File: src/rtl/branch_resolve_unit.sv
// Branch resolve unit.
// Decides the seven branch/jump conditions from the ALU zero and sign flags and
// registers the PC-source select and redirect target for the IF-stage PC mux.
// A taken branch raises o_flush for FLUSH_CYCLES unstalled cycles, so the
// younger IF/ID and ID/EX contents are discarded. Saturating counters record
// how many conditional branches were taken and how many were not taken.
module branch_resolve_unit #(
    parameter int ADDR_W       = 32,
    parameter int CNT_W        = 16,
    parameter int FLUSH_CYCLES = 2
) (
    input  logic              i_clk,
    input  logic              i_reset,
    input  logic              i_valid,
    input  logic              i_stall,
    input  logic [2:0]        i_branch_type,
    input  logic              i_zero,
    input  logic              i_sign,
    input  logic [ADDR_W-1:0] i_target,
    input  logic              i_clr_stats,
    output logic              o_pc_src,
    output logic [ADDR_W-1:0] o_target,
    output logic              o_flush,
    output logic              o_busy,
    output logic [CNT_W-1:0]  o_taken_cnt,
    output logic [CNT_W-1:0]  o_ntaken_cnt
);

    typedef enum logic {
        S_IDLE  = 1'b0,
        S_FLUSH = 1'b1
    } state_t;

    // Branch type encodings as presented by the decoder.
    localparam logic [2:0] BT_NONE = 3'd0;
    localparam logic [2:0] BT_BEQ  = 3'd1;
    localparam logic [2:0] BT_BNE  = 3'd2;
    localparam logic [2:0] BT_BLEZ = 3'd3;
    localparam logic [2:0] BT_BGTZ = 3'd4;
    localparam logic [2:0] BT_BLTZ = 3'd5;
    localparam logic [2:0] BT_BGEZ = 3'd6;
    localparam logic [2:0] BT_JMP  = 3'd7;

    // The flush countdown must hold FLUSH_CYCLES-1; keep at least one bit.
    localparam int               FCW        = (FLUSH_CYCLES > 1) ? $clog2(FLUSH_CYCLES) : 1;
    localparam logic [FCW-1:0]   FLUSH_LOAD = FCW'(FLUSH_CYCLES - 1);
    localparam logic [CNT_W-1:0] CNT_MAX    = '1;

    state_t              state_q, state_d;
    logic [FCW-1:0]      cnt_q, cnt_d;
    logic                pc_src_q, pc_src_d;
    logic [ADDR_W-1:0]   target_q, target_d;
    logic                flush_q, flush_d;
    logic [CNT_W-1:0]    taken_q, taken_d;
    logic [CNT_W-1:0]    ntaken_q, ntaken_d;

    logic cond_true;
    logic accept;
    logic is_cond;

    // Evaluate the branch condition from the ALU flags.
    // NOTE: every signal written here gets a default first, so no path leaves it unassigned and no latch is inferred.
    always_comb begin
        cond_true = 1'b0;
        case (i_branch_type)
            BT_BEQ:  cond_true = i_zero;
            BT_BNE:  cond_true = !i_zero;
            BT_BLEZ: cond_true = i_sign | i_zero;
            BT_BGTZ: cond_true = !i_sign & !i_zero;
            BT_BLTZ: cond_true = i_sign;
            BT_BGEZ: cond_true = !i_sign;
            BT_JMP:  cond_true = 1'b1;
            default: cond_true = 1'b0;
        endcase
    end

    // Only IDLE samples; a stalled or FLUSH cycle sees nothing (wrong-path work).
    assign accept  = (state_q == S_IDLE) && i_valid && !i_stall && (i_branch_type != BT_NONE);
    assign is_cond = (i_branch_type != BT_NONE) && (i_branch_type != BT_JMP);

    // Next-state, redirect and flush-countdown logic.
    always_comb begin
        state_d  = state_q;
        cnt_d    = cnt_q;
        pc_src_d = 1'b0;
        target_d = target_q;
        flush_d  = 1'b0;
        case (state_q)
            S_IDLE: begin
                if (accept && cond_true) begin
                    pc_src_d = 1'b1;
                    target_d = i_target;
                    flush_d  = 1'b1;
                    // A single-cycle flush needs no countdown state at all.
                    if (FLUSH_CYCLES > 1) begin
                        state_d = S_FLUSH;
                        cnt_d   = FLUSH_LOAD;
                    end
                end
            end
            S_FLUSH: begin
                flush_d = 1'b1;
                if (!i_stall) begin
                    if (cnt_q == '0) begin
                        state_d = S_IDLE;
                        flush_d = 1'b0;
                    end else begin
                        cnt_d = cnt_q - FCW'(1);
                    end
                end
            end
            default: begin
                state_d = S_IDLE;
                cnt_d   = '0;
            end
        endcase
    end

    // Statistics: clear dominates a same-cycle increment; counters stick at max.
    always_comb begin
        taken_d  = taken_q;
        ntaken_d = ntaken_q;
        if (i_clr_stats) begin
            taken_d  = '0;
            ntaken_d = '0;
        end else if (accept && is_cond) begin
            if (cond_true) begin
                if (taken_q != CNT_MAX) taken_d = taken_q + CNT_W'(1);
            end else begin
                if (ntaken_q != CNT_MAX) ntaken_d = ntaken_q + CNT_W'(1);
            end
        end
    end

    // State and output registers; reset clears everything immediately, even mid-flush.
    // NOTE: sequential state uses non-blocking assignments so every register samples pre-edge values.
    always_ff @(posedge i_clk or posedge i_reset) begin
        if (i_reset) begin
            state_q  <= S_IDLE;
            cnt_q    <= '0;
            pc_src_q <= 1'b0;
            target_q <= '0;
            flush_q  <= 1'b0;
            taken_q  <= '0;
            ntaken_q <= '0;
        end else begin
            state_q  <= state_d;
            cnt_q    <= cnt_d;
            pc_src_q <= pc_src_d;
            target_q <= target_d;
            flush_q  <= flush_d;
            taken_q  <= taken_d;
            ntaken_q <= ntaken_d;
        end
    end

    assign o_pc_src     = pc_src_q;
    assign o_target     = target_q;
    assign o_flush      = flush_q;
    assign o_busy       = (state_q == S_FLUSH);
    assign o_taken_cnt  = taken_q;
    assign o_ntaken_cnt = ntaken_q;

endmodule

File: config.mk
export PLATFORM = sky130hd
export DESIGN_NAME = branch_resolve_unit
export DESIGN_NICKNAME = d
export VERILOG_FILES = /design/src/rtl/branch_resolve_unit.sv
export SDC_FILE = /design/constraint.sdc
export NUM_CORES = 1
export LEC_CHECK = 0
export ABC_AREA = 1
export CAP_MARGIN = 20
export CORE_ASPECT_RATIO = 1.75
export CORE_UTILIZATION = 47
export CTS_BUF_LIST = sky130_fd_sc_hd__clkbuf_4 sky130_fd_sc_hd__clkbuf_8 sky130_fd_sc_hd__clkbuf_16
export DETAILED_ROUTE_END_ITERATION = 10
export HOLD_SLACK_MARGIN = 0.05
export PLACE_DENSITY_LB_ADDON = 0.1
export REMOVE_ABC_BUFFERS = 1
export SYNTH_ARGS = -nofsm -noshare
export SYNTH_HDL_FRONTEND = slang
export SYNTH_SLANG_ARGS = --single-unit
File: constraint.sdc
create_clock -name i_clk -period 2.8 [get_ports i_clk]
set_clock_uncertainty 0.2 [all_clocks]
set_input_delay 0.42 -clock i_clk [delete_from_list [all_inputs] [get_ports i_clk]]
set_output_delay 0.42 -clock i_clk [all_outputs]
set_load 0.01 [all_outputs]
==> out/qor.yml, run 1 <==
postCtsSetupBuffers: 0
ios: 109
yosys_warnings: 0
synthTopCellsByArea: "dfrtp_1, nand2_1, nor2_1"
start_util: 0.488
finalSetupViolCount: 0
areaGrowthSynthToFinish_pct: 40.8
met3_length_um: 534
cts_resized: 0
cts_tree: "built"
layout.filler_cells: 641
seq_area_frac_synth: 0.475
tns_ns: 0
cp-start-kind: "flip-flop"
regArea_mm2: 0.00168
cts.sinks: 67
drt-total-wl_mm: 8.79
insertion_delay_ns: 0.32
grt_usage: 0.239
multi_input_area_mm2: 0.00167
synth_cells: 487
p_leak_nw: 2.27
hold_class: "reg2reg"
via_count: 3432
yosys.area.top_type: "dfrtp_1"
wl_per_cell_um: 12.8
grt_max_degree: 68
cts_max_level: 3
die_height_um: 117
syn-cell-area_mm2: 0.00353
grt_antenna_before_repair: 0
die_w_um: 67.5
drt_iter0_markers: 151
first_pass_iters: 4
ant_nets: 0
grt_pass1_wl_mm: 14.3
met2_length_mm: 4.55
hpwl_mm: 6.12
ys_ff_latch: 67
clock_path_buffers: 2
grt.overflow.total: 0
core_mm2: 0.00723
grt_pass1_vias: 3222
core.rowCount: 41
antenna_cells: 0
cts_hold_buf: 0
yosys_most_used_dff: "dfrtp_1"
drv_slew: 0
cp_data_required_time_ns: 2.81
drt-met1-wl_mm: 3.54
cts-buffers-inserted: 9
fmax_mhz: 444
viasPerCell: 5.01
dieArea_mm2: 0.00787
hold_viol: 0
nets: 638
drc: 0
rsz0062_at_grt: "false"
layout-drive-gt1-share: 0.0651
syn_area_per_cell_um2: 7.25
synth_most_common_cell: "nand2_1"
synth.top_cell.area_share: 0.475
max-vdd-ir-drop_mv: 0.656
status: "finished, final reports clean"
synth_edf_count: 0
power_density_mw_per_mm2: 696
place.port_buffers: 108
clk_pin_slew_ns: 0.05
endpoint_kind: "flip-flop"
maxCapViolCount: 0
period_minus_slack_ns: 2.25
ys_types: 23
hold_ws_ns: 0.274
cp_max_fo: 30
worstSetupPathType: "reg2reg"
synth_common_cells: "nand2_1, dfrtp_1, nor2_1"
tightest_slew_ns: 0.527
worstPathArrival_ns: 2.26
fin_crit_sh: 0.804
async_flop_share: 1.00
slew_headroom: 0.648
gp_congestion: 0.866
root_buffer: "clkbuf_16"
top_layer: "met4"
-- area by class of cell --
class                   instances  share of cell area
flip-flops and latches         67               0.338
repair buffers                111               0.225
inverters                      24              0.0181
clock inverters                 4              0.0101
multi-input cells             381               0.337
clock buffers                  12              0.0511
well taps                      86              0.0217
-- layout by cell type, fill, tap and decap left out, types with 3 or more instances in the layout --
master / n
inv_1: 20
nand3_2: 3
nor2_1: 51
clkdlybuf4s50_1: 108
clkbuf_16: 9
inv_2: 4
nand4_1: 11
nand2_2: 4
a21oi_1: 3
or2_2: 5
nand2_1: 238
o21bai_1: 8
dfrtp_1: 67
o21ai_0: 16
xnor2_1: 5
xor2_1: 5
nand3_1: 26
-- routing by layer --
layer  vias up  track usage
met5         -            0
met4         0        0.101
met3        15       0.0713
met2       103        0.407
met1      1580        0.270
li1       1734            -
-- state kept, by name, indices dropped and copies added (netlist names) --
register      flops
o_target         32
o_pc_src          1
o_taken_cnt      16
cnt_q             1
o_ntaken_cnt     16
o_flush           1
-- final timing paths --
kind,startpoint,endpoint,slack (ns),cells after the start
hold / removal,o_target[23],o_target[23],0.27,2
setup reg to reg,o_ntaken_cnt[0],o_ntaken_cnt[4],0.55,6
min in group asynchronous,i_reset,o_target[3],0.31,3
max in group asynchronous,i_reset,o_taken_cnt[9],1.80,3
hold reg to reg,o_target[23],o_target[23],0.27,2
setup / recovery,o_ntaken_cnt[0],o_ntaken_cnt[4],0.55,6
-- report_power, final --
| part | internal, mW | leakage (nW) | switching [mW] |
|---|---|---|---|
| registers | 1.19 | 0.880 | 0.148 |
| clock network | 0.731 | 0.146 | 0.394 |
| logic | 0.549 | 1.25 | 0.442 |
-- metrics by stage --
stage	util	power (mW)	cells	cell area, µm²	setup slack [ns]
2_1_floorplan	-	1.73	472	3440	0.497
3_3_place_gp	0.645	2.33	669	4660	0.487
3_5_place_dp	0.645	2.35	669	4660	0.347
4_1_cts	0.687	3.51	685	4970	0.585
5_1_grt	0.687	3.66	685	4970	0.384
6_report	0.687	3.46	685	4970	0.549
-- critical path, cell delays in order (launching register included) --
cell and delay [ns]:
dfrtp_1 0.43, ha_1 0.28, nand3_1 0.17, nor2_1 0.10, nand3_1 0.14, nand3_2 0.41, o21ai_0 0.39
-- kinds of logic (layout without fill, tap and decap cells) --
| kind of cell | Yosys count | in the layout | share of synthesized area |
|---|---|---|---|
| buf+inv | 39 | 151 | 0.0507 |
| xor+xnor | 10 | 10 | 0.0248 |
| simple gates | 342 | 342 | 0.398 |
| fa+ha+maj | 2 | 2 | 0.00709 |
| flops | 67 | 67 | 0.475 |
| compound gates | 27 | 27 | 0.0440 |
No activity file was read; power rests on OpenSTA's default activity.
==> run 2, diff against run 1 <==
- CORE_UTILIZATION: 47 -> 42
- clock period: 2.8 -> 2 ns (I/O delays scaled with it)
==> run 2 against run 1 <==
The run now ends with design-rule violations left. First-iteration DRC count grew 31%. Worst setup slack got worse by 0.45 ns. Core utilization is 4.6 points lower. Register-to-register slack worse by 0.34 ns. Total power is 40% higher. Non-clock buffer count grew 16. Routed wire length is 0.23% lower. Design area increased by 3.4%. Sequential cell count unchanged. Count of clock-buffer cells in the layout is the same. Sequential power grew 39%. Combinational power increased by 50%.
==> out/qor.yml, run 2 (synthesis results as in run 1) <==
drc: 2  # was 0
power_density_mw_per_mm2: 942  # was 696 mW/mm²
grt_usage: 0.210  # was 0.239
slew_headroom: 0.762  # was 0.648
postCtsSetupBuffers: 0  # unchanged
power_mw: 4.84  # was 3.46 mW
start_util: 0.440  # was 0.488
worstSetupPathDepth: 1  # was 6
cp-start-kind: "flip-flop"  # unchanged
wl_per_cell_um: 12.4  # was 12.8 µm
p_leak_nw: 2.37  # was 2.27 nW
die_height_um: 123  # was 117 µm
drv_slew: 0  # unchanged
crit_path_top_delay_cell: "clkdlybuf4s50_1"  # was dfrtp_1
grt_pass1_vias: 3242  # was 3,222
largest_reg_flops: 32  # unchanged
hpwl_mm: 6.20  # was 6.12 mm
hold_class: "in2async"  # was reg2reg
path_cells: "clkdlybuf4s50_1"  # was ha_1 -> nand3_1 -> nor2_1 -> nand3_1 -> nand3_2 -> o21ai_0
root_buffer: "clkbuf_16"  # unchanged
dp_cells: 689  # was 669
cts_resized: 0  # unchanged
nets: 654  # was 638
grt_pass1_wl_mm: 14.5  # was 14.3 mm
postPlaceCellArea_mm2: 0.00485  # was 0.00466 mm²
cts_hold_buf: 0  # unchanged
design_area_mm2: 0.00514  # was 0.00497 mm²
areaGrowthSynthToFinish_pct: 45.6  # was 40.8%
maxCapViolCount: 0  # unchanged
grt_max_degree: 68  # unchanged
final_cell_mix: "nand2_1, clkdlybuf4s50_1, dfrtp_1, nor2_1, nand3_1"  # unchanged
hold_ws_ns: 0.166  # was 0.274 ns
antenna_cells: 0  # unchanged
drt-total-wl_mm: 8.77  # was 8.79 mm
clock_path_buffers: 2  # unchanged
ant_nets: 0  # unchanged
place.port_buffers: 108  # unchanged
insertion_delay_ns: 0.33  # was 0.32 ns
drt_iter0_markers: 198  # was 151
period_minus_slack_ns: 1.90
endpoint_kind: "output port"  # was flip-flop
cp_max_fo: 7  # was 30
fin_crit_sh: 0.950
r2r_cells: 9  # was 6
cts.sinks: 67  # unchanged
grt.overflow.total: 0  # unchanged
worstPathArrival_ns: 1.40  # was 2.26 ns
cp_data_required_time_ns: 1.50  # was 2.81 ns
cts-buffers-inserted: 9  # unchanged
dp_slack_ns: -0.0270  # was 0.347 ns
hold_viol: 0  # unchanged
gp_congestion: 0.862  # was 0.866
layout-drive-gt1-share: 0.0894  # was 0.0651
die_w_um: 71.3  # was 67.5 µm
tns_ns: 0  # unchanged
worstSetupPathType: "reg2out"  # was reg2reg
status: "finished with violations"  # was finished, final reports clean
ios: 109  # unchanged
grt_antenna_before_repair: 0  # unchanged
cts_tree: "built"  # unchanged
setup_ws_ns: 0.100  # was 0.549 ns
core_mm2: 0.00802  # was 0.00723 mm²
cts_max_level: 3  # unchanged
dieArea_mm2: 0.00879  # was 0.00787 mm²
rsz0062_at_grt: "false"  # unchanged
core.rowCount: 43  # was 41
stdcell_count: 705  # was 685
clk_pin_slew_ns: 0.05  # about the same
via_count: 3463  # was 3,432
post-route-util: 0.641  # was 0.687
worst_path_largest_cell_delay_ns: 0.59  # was 0.43 ns
layout.filler_cells: 705  # was 641
viasPerCell: 4.91  # was 5.01
path_buf_inv: 1  # was 0
crit_family: "buffers and inverters"  # was simple AND/OR/NAND/NOR gates
finalSetupViolCount: 0  # unchanged
mostFrequentLayoutCell: "nand2_1"  # unchanged
first_pass_iters: 10  # was 4
violations: "design-rule violations"
fmax_mhz: 526
max-vdd-ir-drop_mv: 0.640  # was 0.656 mV
tightest_slew_ns: 0.357  # was 0.527 ns
==> run 2: final cells by class <==
cell class / instances / area (µm²) / area share
repair buffers: 127 / 1300 / 0.253
multi-input cells: 381 / 1670 / 0.326
clock buffers: 12 / 260 / 0.0507
flip-flops and latches: 67 / 1680 / 0.326
clock inverters: 4 / 25.0 / 0.00487
inverters: 24 / 90.1 / 0.0175
well taps: 90 / 113 / 0.0219
==> run 2: worst paths after layout <==
path                                  start  slack (ns)          endpoint
min in group i_clk             o_target[29]        0.28      o_target[29]
max in group asynchronous           i_reset        1.14    o_taken_cnt[7]
setup reg to reg            o_ntaken_cnt[1]        0.21   o_ntaken_cnt[8]
setup / recovery           o_ntaken_cnt[11]        0.10  o_ntaken_cnt[11]
hold / removal                      i_reset        0.17      o_target[16]
hold reg to reg                o_target[29]        0.28      o_target[29]
==> run 2: power breakdown <==
group / internal, mW / leakage [nW] / switching (mW) / total [mW]
logic: 0.842 / 1.35 / 0.649 / 1.49
registers: 1.67 / 0.880 / 0.189 / 1.86
clock network: 0.915 / 0.138 / 0.571 / 1.49
total: 3.43 / 2.37 / 1.41 / 4.84
==> run 2: per-layer routing <==
layer	up-vias	part of all wire	GRT usage
li1	1766	-	-
met1	1572	0.42	0.237
met2	113	0.50	0.364
met3	12	0.066	0.0611
met4	0	0.016	0.0975
met5	-	0	0
